===== config.mk =====
export PLATFORM = sky130hd
export DESIGN_NAME = divider_32bits
export DESIGN_NICKNAME = d
export VERILOG_FILES = /design/src/rtl/divider_32bits.sv
export SDC_FILE = /design/constraint.sdc
export NUM_CORES = 1
export LEC_CHECK = 0
export ABC_AREA = 1
export CAP_MARGIN = 20
export CORE_ASPECT_RATIO = 0.6
export CORE_MARGIN = 5
export CORE_UTILIZATION = 55
export CTS_CLUSTER_DIAMETER = 100
export DETAILED_ROUTE_END_ITERATION = 7
export MAX_ROUTING_LAYER = met4
export PLACE_DENSITY = 0.8
export SYNTH_ARGS = -nofsm -noshare
export SYNTH_HDL_FRONTEND = slang
export SYNTH_SLANG_ARGS = --single-unit

===== constraint.sdc =====
create_clock -name clk -period 6.18 [get_ports clk]
set_input_delay 1.236 -clock clk [delete_from_list [all_inputs] [get_ports clk]]
set_output_delay 1.236 -clock clk [all_outputs]
set_load 0.02 [all_outputs]

===== src/rtl/divider_32bits.sv =====
// Sequential restoring divider: one quotient bit per clock, start/busy/done handshake.
// Define DIV_SIGNED_EN to add the signed_op port and truncating signed division.
module divider_32bits #(
  parameter int WIDTH = 32
) (
  input  logic             clk,
  input  logic             rst,
  input  logic             start,
  input  logic [WIDTH-1:0] dividend,
  input  logic [WIDTH-1:0] divisor,
`ifdef DIV_SIGNED_EN
  input  logic             signed_op,
`endif
  output logic [WIDTH-1:0] quotient,
  output logic [WIDTH-1:0] remainder,
  output logic             busy,
  output logic             done,
  output logic             div_by_zero
);

  typedef enum logic [1:0] {
    IDLE,
    RUN,
    ZERO
  } state_t;

  localparam int CW = $clog2(WIDTH);
  localparam logic [CW-1:0] LAST = CW'(WIDTH - 1);

  state_t           state;
  logic [WIDTH-1:0] a;
  logic [WIDTH-1:0] q;
  logic [WIDTH-1:0] d;
  logic [CW-1:0]    count;
  logic             neg_q;
  logic             neg_r;

  logic             dd_neg;
  logic             dv_neg;
  logic [WIDTH-1:0] dd_mag;
  logic [WIDTH-1:0] dv_mag;

`ifdef DIV_SIGNED_EN
  assign dd_neg = signed_op & dividend[WIDTH-1];
  assign dv_neg = signed_op & divisor[WIDTH-1];
`else
  assign dd_neg = 1'b0;
  assign dv_neg = 1'b0;
`endif

  assign dd_mag = dd_neg ? -dividend : dividend;
  assign dv_mag = dv_neg ? -divisor : divisor;

  // The partial remainder's sign bit is always zero between steps,
  // so only the shifted value is widened to WIDTH+1 for the trial.
  logic [WIDTH:0]   a_sh;
  logic [WIDTH:0]   trial;
  logic [WIDTH-1:0] a_nx;
  logic [WIDTH-1:0] q_nx;
  logic [WIDTH-1:0] q_fix;
  logic [WIDTH-1:0] r_fix;

  always_comb begin
    a_sh  = {a, q[WIDTH-1]};
    trial = a_sh - {1'b0, d};
    q_nx  = {q[WIDTH-2:0], 1'b0};
    a_nx  = a_sh[WIDTH-1:0];
    if (!trial[WIDTH]) begin
      a_nx    = trial[WIDTH-1:0];
      q_nx[0] = 1'b1;
    end
  end

  assign q_fix = neg_q ? -q_nx : q_nx;
  assign r_fix = neg_r ? -a_nx : a_nx;

  always_ff @(posedge clk) begin
    if (rst) begin
      state       <= IDLE;
      a           <= '0;
      q           <= '0;
      d           <= '0;
      count       <= '0;
      neg_q       <= 1'b0;
      neg_r       <= 1'b0;
      quotient    <= '0;
      remainder   <= '0;
      busy        <= 1'b0;
      done        <= 1'b0;
      div_by_zero <= 1'b0;
    end else begin
      done <= 1'b0;
      unique case (state)
        IDLE: begin
          if (start) begin
            busy  <= 1'b1;
            count <= '0;
            a     <= '0;
            neg_q <= dd_neg ^ dv_neg;
            neg_r <= dd_neg;
            if (divisor == '0) begin
              q     <= dividend;
              state <= ZERO;
            end else begin
              q     <= dd_mag;
              d     <= dv_mag;
              state <= RUN;
            end
          end
        end
        RUN: begin
          a     <= a_nx;
          q     <= q_nx;
          count <= count + 1'b1;
          if (count == LAST) begin
            quotient    <= q_fix;
            remainder   <= r_fix;
            div_by_zero <= 1'b0;
            done        <= 1'b1;
            busy        <= 1'b0;
            state       <= IDLE;
          end
        end
        ZERO: begin
          quotient    <= '1;
          remainder   <= q;
          div_by_zero <= 1'b1;
          done        <= 1'b1;
          busy        <= 1'b0;
          state       <= IDLE;
        end
        default: state <= IDLE;
      endcase
    end
  end

endmodule


==> flow_summary.ini <==
[run_status]
status = complete, no violations

[detailed_routing]
vias = 10200
dr.pass1.iters = 5
drtIter0Drc = 1154
remaining_drc_errors = 0
wl_per_cell_um = 16.4
ant_nets = 0
vias_per_cell = 5.50
drt-total-wl_mm = 30.3

[setup_path]
arrival_ps = 4130
critPathBufInv = 3
path_max_fanout = 63
crit_chain = clkdlybuf4s50_1 -> nor4_1 -> nand4_1 -> nor2_1 -> nor2_1 -> clkinv_1 -> buf_4 -> o21ai_0 -> a21oi_1
crit_required_ps = 6550
critical_path_class = primary input to flop
crit_family = simple AND/OR/NAND/NOR gates
slowest_delay_ps = 780
cp-start-kind = primary input
crit_path_frequent_cell = nor2_1
timing.rr.start = state[1]
end_kind = flop
crit_path_start = divisor[16]
cp_slowest_cell = nor4_1

[clock_network]
post_cts_buffers = 0
cts_htree_levels = 4
insertion_delay_ps = 440
cts_buffers = 17
postCtsHoldBufs = 0
ctsLongestPathBuffers = 2
cts_root_buffer = clkbuf_16
cts_resized = 0
clock-sinks = 170
tritoncts = yes
clkTransAtPathRegs_ps = 70

[timing]
finalSetupViolCount = 0
maxSlewHeadroom_pct = 28.1
worst_slack_ps = 2410
skew_ps = 12.8
rsz0062_at_grt = no
min_period_over_period_pct = 61.0
worstMarginPinSlew_ps = 1080
achievable-frequency_mhz = 265
drv_slew = 0
hold_viol_final = 0
tns_ps = 0
finalCriticalPeriod_ps = 3770

[place]
gp_congestion = 0.977
portBuffers = 133
dp_worst_setup_slack_ps = 2160
dpl.hpwl_mm = 22.5

[logic_synthesis]
synthCells = 1513
avgSynthCellArea_sq_um = 6.39
synth.cell_area_sq_mm = 0.00967
synthArstFlopShare_pct = 0
yosysWarnings = 0
synth_edf_count = 0
ys.flop_type = dfxtp_1
synth_nets = 1619
ys_types = 42
ys_ff_latch = 170
seq_area_frac_synth_pct = 35.2

[power_and_ir_drop]
power_density_mw_per_mm2 = 262
leakagePower_nw = 5.27
ir_drop_v = 0.000172

[worst_hold_path]
hp-start = quotient[9]
hold_path.class = flop to flop

[finish]
drive_gt1_share_pct = 4.21
antenna_cells = 0
synthToLayoutAreaGrowth_pct = 20.6
nNetsFinal = 1710

[floorplan]
die_y_um = 113
dieArea_sq_mm = 0.0204
die_w_um = 181
io_pins = 134
start_util_pct = 56.2
core_sq_mm = 0.0172
row_count = 37

[grt]
first_global_vias = 9167
antenna_found_initial = 0
grt_use_total_pct = 29.6
grt-ovfl-total = 0
grt_pass1_wl_mm = 47.9
grt_max_degree = 102

[run]
cap_violations = 0
cell usage in the layout (no fill, tap or decap), drive strengths merged, types with 11 or more instances in the layout:
master           n
xor2            14
clkdlybuf4s50  132
inv            182
nand4           12
nand2          485
dfxtp          170
buf             11
nand3           92
o21ai          122
a21oi          189
a31oi           17
clkbuf          18
ha              38
nor2            89
worst reg2reg max path, delay by kind of cell (launching register included):
family / cells / cell delay, ps
adders and majority gates: 1 / 460
and+or+nand+nor: 2 / 300
buffers and inverters: 5 / 1580
DFF: 1 / 360
AOI/OAI and AO/OA: 2 / 400
layer usage:
| layer | share of wire [%] | vias to the layer above | track usage (%) |
|---|---|---|---|
| li1 | - | 5080 | - |
| met5 | 0 | - | - |
| met4 | 1.7 | 0 | 7.35 |
| met3 | 10 | 42 | 7.42 |
| met1 | 49 | 4608 | 43.8 |
| met2 | 39 | 453 | 40.3 |
kinds of logic after synthesis:
group / after synthesis / share of synthesized area (%)
and+or+nand+nor: 699 / 29.9
AOI/OAI and AO/OA: 340 / 18.4
buffers and inverters: 250 / 10.0
DFF: 170 / 35.2
adders and majority gates: 39 / 5.12
xor gates and xnor gates: 15 / 1.36
sequential cells by signal, indices dropped and copies added (netlist names):
register / flops
remainder: 32
quotient: 32
busy: 1
done: 1
d: 32
a: 32
div_by_zero: 1
count: 5
state: 2
q: 32
final cells by class:
cell class | instances | area [sq um]
Clock buffer | 18 | 429
Clock inverter | 14 | 136
Fill cell | 1557 | 5550
Inverter | 179 | 672
Multi-Input combinational cell | 1093 | 5310
Sequential cell | 170 | 3400
Tap cell | 234 | 293
Timing Repair Buffer | 143 | 1420
final timing paths:
kind,depth (start not counted),to,slack (ps)
worst max-delay path,9,d[29],2410
worst min-delay path,2,quotient[9],460
worst max register to register,10,q[10],2930
worst min register to register,2,quotient[9],460
where the power goes:
group	switching (mW)	internal, mW	total (mW)
clock network	0.507	0.532	1.04
logic	0.529	0.256	0.785
registers	0.0506	1.18	1.23
Yosys cell counts, drive strengths merged, types with 2 or more instances:
| cell | instances | share of area, % |
|---|---|---|
| o21bai | 6 | 0.47 |
| nand3b | 2 | 0.16 |
| buf | 11 | 0.74 |
| nor3 | 5 | 0.26 |
| xor2 | 14 | 1.3 |
| nand4 | 12 | 0.78 |
| a21oi | 189 | 10 |
| nor2 | 89 | 3.6 |
| dfxtp | 170 | 35 |
| ha | 38 | 4.9 |
| clkbuf | 60 | 2.3 |
| a211oi | 2 | 0.16 |
| nand3 | 92 | 4.9 |
| a31oi | 17 | 1.1 |
| o21ai | 122 | 6.3 |
| clkinv | 3 | 0.12 |
| nor4 | 10 | 0.65 |
| or2 | 2 | 0.13 |
| nand2 | 485 | 19 |
| inv | 176 | 6.8 |
through the flow:
stage | std cells | util (%) | hold WS [ps] | power, mW | area (sq um)
floorplan | 1513 | - | 433 | 1.76 | 9670
global placement | 1818 | 64.3 | 447 | 2.00 | 11100
detailed placement | 1819 | 64.5 | 452 | 2.02 | 11100
CTS | 1851 | 67.7 | 463 | 3.04 | 11700
global route | 1851 | 67.7 | 479 | 3.20 | 11700
finish | 1851 | 67.7 | 462 | 3.05 | 11700
Note: power is estimated with default switching activity, not from simulation.
